===== src/rtl/dlfloat_mac_ctrl_if.sv =====
// Host/MAC bundle for the DLFloat16 MAC job sequencer.
// slave modport: the sequencer; master modport: host and MAC side.
//
// Handshakes: a transfer happens on a rising clk edge where both valid
// and ready are high. Valid may only drop after that transfer, and the
// payload stays stable while valid waits for ready.
interface dlfloat_mac_ctrl_if #(
    parameter int LEN_W = 8
);
    logic             start;
    logic [LEN_W-1:0] len;
    logic             busy;
    logic             op_valid;
    logic             op_ready;
    logic [15:0]      op_a;
    logic [15:0]      op_b;
    logic [15:0]      mac_a;
    logic [15:0]      mac_b;
    logic             mac_clr;
    logic [15:0]      mac_acc;
    logic             res_valid;
    logic             res_ready;
    logic [15:0]      res_data;
    logic             err;

    modport slave (
        input  start, len, op_valid, op_a, op_b, mac_acc, res_ready,
        output busy, op_ready, mac_a, mac_b, mac_clr, res_valid, res_data, err
    );

    modport master (
        output start, len, op_valid, op_a, op_b, mac_acc, res_ready,
        input  busy, op_ready, mac_a, mac_b, mac_clr, res_valid, res_data, err
    );
endinterface


===== src/rtl/dlfloat_mac_ctrl.sv =====
// Job sequencer for the DLFloat16 MAC: clears the accumulator, streams
// len operand pairs into the MAC, waits out the MAC pipeline and holds
// the captured sum (plus a sticky NaN flag) on the result port.
// Optional feature macro: DLMAC_CTRL_ABORT_EN adds an abort input that
// cancels a running job and clears the accumulator.
// state_dbg exposes the FSM state for checkers.
module dlfloat_mac_ctrl #(
    parameter int LEN_W    = 8,
    parameter int PIPE_LAT = 2
) (
    input  logic                 clk,
    input  logic                 rst,
`ifdef DLMAC_CTRL_ABORT_EN
    input  logic                 abort,
`endif
    dlfloat_mac_ctrl_if.slave    bus,
    output logic [2:0]           state_dbg
);
    localparam int          DRN_W   = $clog2(PIPE_LAT + 2);
    localparam logic [15:0] NAN_PAT = 16'hFFFF;

    typedef enum logic [2:0] {
        S_IDLE   = 3'd0,
        S_CLEAR  = 3'd1,
        S_FEED   = 3'd2,
        S_DRAIN  = 3'd3,
        S_RESULT = 3'd4
    } state_t;

    state_t           state;
    logic [LEN_W-1:0] len_q;
    logic [LEN_W-1:0] pair_cnt;
    logic [DRN_W-1:0] drain_cnt;
    logic             abort_req;
    logic             job_active;

`ifdef DLMAC_CTRL_ABORT_EN
    assign abort_req = abort;
`else
    assign abort_req = 1'b0;
`endif

    assign job_active = (state == S_CLEAR) || (state == S_FEED) || (state == S_DRAIN);
    assign state_dbg  = state;

    // Job FSM; every output is a register so the MAC sees clean operands.
    always_ff @(posedge clk) begin
        if (rst) begin
            state         <= S_IDLE;
            len_q         <= '0;
            pair_cnt      <= '0;
            drain_cnt     <= '0;
            bus.busy      <= 1'b0;
            bus.op_ready  <= 1'b0;
            bus.mac_a     <= '0;
            bus.mac_b     <= '0;
            bus.mac_clr   <= 1'b0;
            bus.res_valid <= 1'b0;
            bus.res_data  <= '0;
            bus.err       <= 1'b0;
        end else begin
            // Operands default to a zero bubble so the adder passes the
            // accumulator through on every cycle without a fresh pair.
            bus.mac_clr <= 1'b0;
            bus.mac_a   <= '0;
            bus.mac_b   <= '0;

            case (state)
                S_IDLE: begin
                    if (bus.start) begin
                        len_q    <= bus.len;
                        pair_cnt <= '0;
                        bus.err  <= 1'b0;
                        bus.busy <= 1'b1;
                        if (bus.len == '0) begin
                            bus.res_data  <= '0;
                            bus.res_valid <= 1'b1;
                            state         <= S_RESULT;
                        end else begin
                            bus.mac_clr <= 1'b1;
                            state       <= S_CLEAR;
                        end
                    end
                end
                S_CLEAR: begin
                    bus.op_ready <= 1'b1;
                    state        <= S_FEED;
                end
                S_FEED: begin
                    if (bus.op_valid && bus.op_ready) begin
                        bus.mac_a <= bus.op_a;
                        bus.mac_b <= bus.op_b;
                        pair_cnt  <= pair_cnt + 1'b1;
                        if (bus.op_a == NAN_PAT || bus.op_b == NAN_PAT) begin
                            bus.err <= 1'b1;
                        end
                        // Terminal compare on the pre-increment count, so
                        // the counter never has to hold more than len.
                        if (pair_cnt == len_q - 1'b1) begin
                            bus.op_ready <= 1'b0;
                            drain_cnt    <= '0;
                            state        <= S_DRAIN;
                        end
                    end
                end
                S_DRAIN: begin
                    // PIPE_LAT+1 cycles: last pair through multiplier and
                    // accumulator, then one cycle to sample mac_acc.
                    if (drain_cnt == DRN_W'(PIPE_LAT)) begin
                        bus.res_data  <= bus.mac_acc;
                        bus.res_valid <= 1'b1;
                        if (bus.mac_acc == NAN_PAT) begin
                            bus.err <= 1'b1;
                        end
                        state <= S_RESULT;
                    end else begin
                        drain_cnt <= drain_cnt + 1'b1;
                    end
                end
                S_RESULT: begin
                    if (bus.res_ready) begin
                        bus.res_valid <= 1'b0;
                        bus.busy      <= 1'b0;
                        state         <= S_IDLE;
                    end
                end
                default: begin
                    state <= S_IDLE;
                end
            endcase

            // Abort wins over the normal transition of an active job.
            if (abort_req && job_active) begin
                state         <= S_IDLE;
                bus.busy      <= 1'b0;
                bus.op_ready  <= 1'b0;
                bus.err       <= 1'b0;
                bus.mac_clr   <= 1'b1;
                bus.mac_a     <= '0;
                bus.mac_b     <= '0;
                bus.res_valid <= 1'b0;
                pair_cnt      <= '0;
                drain_cnt     <= '0;
            end
        end
    end
endmodule


===== src/flat_wrapper.sv =====
// flat-port wrapper written by rule: the top's interface ports become plain ports
module dlfloat_mac_ctrl_flat 
#(
    parameter int LEN_W    = 8,
    parameter int PIPE_LAT = 2
)
  (clk, rst, state_dbg, bus_start, bus_len, bus_op_valid, bus_op_a, bus_op_b, bus_mac_acc, bus_res_ready, bus_busy, bus_op_ready, bus_mac_a, bus_mac_b, bus_mac_clr, bus_res_valid, bus_res_data, bus_err);
  dlfloat_mac_ctrl_if #(.LEN_W(LEN_W)) bus_i ();
  input  logic clk;
  input  logic rst;
  output logic [2:0] state_dbg;
  input wire logic [$bits(bus_i.start)-1:0] bus_start;
  input wire logic [$bits(bus_i.len)-1:0] bus_len;
  input wire logic [$bits(bus_i.op_valid)-1:0] bus_op_valid;
  input wire logic [$bits(bus_i.op_a)-1:0] bus_op_a;
  input wire logic [$bits(bus_i.op_b)-1:0] bus_op_b;
  input wire logic [$bits(bus_i.mac_acc)-1:0] bus_mac_acc;
  input wire logic [$bits(bus_i.res_ready)-1:0] bus_res_ready;
  output wire logic [$bits(bus_i.busy)-1:0] bus_busy;
  output wire logic [$bits(bus_i.op_ready)-1:0] bus_op_ready;
  output wire logic [$bits(bus_i.mac_a)-1:0] bus_mac_a;
  output wire logic [$bits(bus_i.mac_b)-1:0] bus_mac_b;
  output wire logic [$bits(bus_i.mac_clr)-1:0] bus_mac_clr;
  output wire logic [$bits(bus_i.res_valid)-1:0] bus_res_valid;
  output wire logic [$bits(bus_i.res_data)-1:0] bus_res_data;
  output wire logic [$bits(bus_i.err)-1:0] bus_err;
  assign bus_i.start = bus_start;
  assign bus_i.len = bus_len;
  assign bus_i.op_valid = bus_op_valid;
  assign bus_i.op_a = bus_op_a;
  assign bus_i.op_b = bus_op_b;
  assign bus_i.mac_acc = bus_mac_acc;
  assign bus_i.res_ready = bus_res_ready;
  assign bus_busy = bus_i.busy;
  assign bus_op_ready = bus_i.op_ready;
  assign bus_mac_a = bus_i.mac_a;
  assign bus_mac_b = bus_i.mac_b;
  assign bus_mac_clr = bus_i.mac_clr;
  assign bus_res_valid = bus_i.res_valid;
  assign bus_res_data = bus_i.res_data;
  assign bus_err = bus_i.err;
  dlfloat_mac_ctrl #(.LEN_W(LEN_W), .PIPE_LAT(PIPE_LAT)) u_core (.clk(clk), .rst(rst), .bus(bus_i), .state_dbg(state_dbg));
endmodule

===== config.mk =====
export PLATFORM = sky130hd
export DESIGN_NAME = dlfloat_mac_ctrl_flat
export DESIGN_NICKNAME = d
export VERILOG_FILES = /design/src/rtl/dlfloat_mac_ctrl_if.sv /design/src/rtl/dlfloat_mac_ctrl.sv /design/src/flat_wrapper.sv
export SDC_FILE = /design/constraint.sdc
export NUM_CORES = 1
export LEC_CHECK = 0
export CAP_MARGIN = 40
export CORE_ASPECT_RATIO = 0.75
export CORE_MARGIN = 5
export CORE_UTILIZATION = 47
export DETAILED_ROUTE_END_ITERATION = 7
export PLACE_DENSITY = 0.83
export SLEW_MARGIN = 20
export SYNTH_ARGS = -nofsm -noshare
export SYNTH_HDL_FRONTEND = slang
export SYNTH_SLANG_ARGS = --single-unit

===== constraint.sdc =====
create_clock -name clk -period 3 [get_ports clk]
set_input_delay 0.9 -clock clk [delete_from_list [all_inputs] [get_ports clk]]
set_output_delay 0.9 -clock clk [all_outputs]
set_load 0.01 [all_outputs]

==> impl_metrics.yaml <==
run_status:
  outcome: "finished, final reports clean"
synth:
  syn-num-nets: 397
  synthMuxAreaShare_pct: 1.008
  synth_compound_area_share_pct: 11.17
  async_reset_ff_share_pct: 0
  synth-edff-count: 0
  yosys_warnings: 0
  synth_cell_type_count: 44
  avgSynthCellArea_um2: 8.946
  synthCells: 333
  synthFlopType: "dfxtp_1"
  synth_top_family_by_area: "simple AND/OR/NAND/NOR gates"
  synth_xor_area_share_pct: 4.116
  synth_fa_ha_area_share_pct: 1.260
  ys_seq_area_share_pct: 49.73
  ys_ff_latch: 74
  synthSimpleGateAreaFrac_pct: 30.03
  synthesis.area_mm2: 0.002979
power_and_ir_drop:
  p_int_mw: 1.867
  pwr-share-clk_pct: 31.8
  switchingPower_uw: 828.1
  switching_share_pct: 30.72
  p_seq_share_pct: 42.4
  power_density_mw_per_mm2: 602.1
  cellLeakagePower_nw: 1.624
  combPwrFrac_pct: 25.7
  max-vdd-ir-drop_mv: 0.3640
global_route:
  grt_pass1_wl_um: 13310
  first_global_vias: 2782
  grtUsageTotal_pct: 20.88
  grt_max_degree: 33
  grt.overflow.total: 0
  antenna_found_initial: 0
routing:
  wl_per_cell_um: 15.33
  first_pass_iters: 4
  ant_nets: 0
  drc_errors: 0
  drt_iter0_markers: 75
  via_per_inst: 5.241
  totalWireLength_um: 8279
  via_count: 2830
worst_setup_path:
  end_kind: "primary output"
  cp_data_arrival_time_ns: 1.60
  cp.buffers_inverters: 1
  worst_setup_path_start_kind: "flop"
  cpPeakStageDelay_ns: 0.63
  cp.required_ns: 2.10
  cp_num_cells: 1
  criticalPathCategory: "flop to primary output"
  path_cells: "clkdlybuf4s50_1"
  r2r_cells: 8
  cp_max_fo: 15
  critPathSlowestCell: "clkdlybuf4s50_1"
  crit_family: "buffers and inverters"
cells_and_area:
  final_cell_mix: "116 x clkdlybuf4s50_1, 74 x dfxtp_1, 40 x nand2_1, 34 x and2_1, 31 x a21oi_1"
  fin_area_mm2: 0.004477
  final_util_pct: 71.92
  diodes: 0
  final_common_cell: "clkdlybuf4s50_1"
  drive_gt1_share_pct: 7.843
  nets: 518
  area_delta_synth_final_pct: 50.27
sta:
  slew_headroom_pct: 59.75
  tns_ns: 0
  post-route-worst-setup-slack_ns: 0.5015
  holdWs_ns: 0.4589
  period_share_pct: 83.28
  fmax_ghz: 0.4002
  setup-violations-final: 0
  min_period_ns: 2.498
  clock_skew_ns: 0.008725
  tightest_slew_ns: 0.6016
  rsz0062_at_grt: "false"
  drv_slew: 0
  finalHoldViolCount: 0
floorplan:
  die_area_mm2: 0.008047
  start_util_pct: 47.86
  ios: 117
  die_w_um: 101.9
  rows: 25
  core_area_mm2: 0.006225
  die_height_um: 78.95
clock_tree:
  worstSkewPairLatency_ns: 0.35
  post_cts_resize_count: 0
  cts_setup_buffers: 0
  cts_inserted_buffers: 9
  cts_tree: "yes"
  clkTransAtPathRegs_ns: 0.08
  cts_root_buffer: "clkbuf_8"
  cts_hold_buf: 0
  cts.sinks: 74
  clock_path_buffers: 2
  htreeDepth: 3
min_path:
  hold_path_class: "flop to flop"
  min_delay_path_depth: 2
placed_design:
  pre_cts_slack_ns: 0.2129
  hpwl_um: 6288
  place_area_mm2: 0.004253
  port_buffers: 116
  place_congestion: 0.8356
run:
  maxCapViolations: 0
[cells in the mapped netlist, types with 2 or more instances]
cell / number / area (um2)
xor2_1: 9 / 78.83
or3_1: 2 / 12.51
mux2i_1: 3 / 30.03
a311oi_1: 3 / 26.28
nor4_1: 4 / 25.02
nand2_1: 40 / 150.1
nor2_1: 23 / 86.33
clkbuf_1: 13 / 48.80
inv_2: 2 / 7.510
ha_1: 3 / 37.54
xnor2_1: 5 / 43.79
nand4_1: 14 / 87.58
nor2b_1: 7 / 43.79
inv_1: 3 / 11.26
or4_4: 2 / 22.52
a21oi_1: 31 / 155.2
and2_1: 34 / 212.7
nor3_1: 5 / 25.02
nand3_1: 22 / 110.1
nor3b_1: 2 / 15.01
nand2b_1: 3 / 18.77
and3_1: 3 / 18.77
dfxtp_1: 74 / 1481
a31oi_1: 3 / 18.77
o2bb2ai_1: 2 / 17.52
and4_1: 2 / 17.52
o21ai_0: 2 / 10.01
[cell families (layout without fill, tap and decap cells)]
logic type                 Yosys count  after routing
AOI/OAI and AO/OA                   51             51
xor gates and xnor gates            14             14
adders and majority gates            3              3
buffers and inverters               20            146
DFF                                 74             74
muxes                                3              3
and+or+nand+nor                    168            168
[flip-flops by register name, indices dropped and copies added (netlist names)]
signal / flops
u_core.bus.err: 1
u_core.bus.mac_b: 16
u_core.bus.mac_clr: 1
u_core.pair_cnt: 8
u_core.bus.res_data: 16
u_core.bus.res_valid: 1
u_core.len_q: 8
u_core.state_dbg: 3
u_core.drain_cnt: 2
u_core.bus.mac_a: 16
u_core.bus.op_ready: 1
u_core.bus.busy: 1
[worst paths after layout]
| path | from | endpoint | slack [ns] |
|---|---|---|---|
| worst max-delay path | u_core.state_dbg[2] | state_dbg[2] | 0.50 |
| worst min-delay path | u_core.bus.res_data[13] | u_core.bus.res_data[13] | 0.46 |
| worst max register to register | u_core.len_q[0] | u_core.state_dbg[0] | 0.93 |
| worst min register to register | u_core.bus.res_data[13] | u_core.bus.res_data[13] | 0.46 |
[power groups by stage]
| stage | registers (mW) | clock network (mW) | logic [mW] |
|---|---|---|---|
| 2_1_floorplan | 1.14 | 0 | 0.417 |
| 3_3_place_gp | 1.16 | 0 | 0.668 |
| 3_5_place_dp | 1.16 | 0 | 0.686 |
| 4_1_cts | 1.14 | 0.875 | 0.694 |
| 5_1_grt | 1.16 | 0.912 | 0.755 |
| 6_report | 1.14 | 0.857 | 0.694 |
[metrics by stage]
stage / power, mW / cells
finish: 2.695 / 540
global route: 2.828 / 540
CTS: 2.710 / 540
detailed placement: 1.850 / 524
global placement: 1.830 / 524
floorplan: 1.553 / 333
[worst reg2reg max path, cell delays in order, from the launching register on]
cell and delay (ns):
dfxtp_1 0.36, inv_2 0.07, ha_1 0.27, o21ba_1 0.20, a221oi_1 0.31, a41oi_1 0.09, a21oi_1 0.29, a31oi_1 0.16
nor4_2 0.25
[area by class of cell]
| type | instances | area (um2) |
|---|---|---|
| fillers | 476 | 1748 |
| flip-flops and latches | 74 | 1481 |
| multi-input cells | 239 | 1423 |
| repair buffers | 125 | 1229 |
| clock buffers | 9 | 123.9 |
| well taps | 81 | 101.3 |
| clock inverters | 7 | 100.1 |
| inverters | 5 | 18.77 |
[per-layer routing]
metal  part of all wire [%]  vias to the layer above  track usage [%]
met5                      0                        -                0
li1                       -                     1403                -
met1                     46                     1301            27.32
met2                     45                      109            32.64
met3                    7.7                       17            5.619
met4                    2.1                        0            8.519
Power figures use the tool's default switching activity.
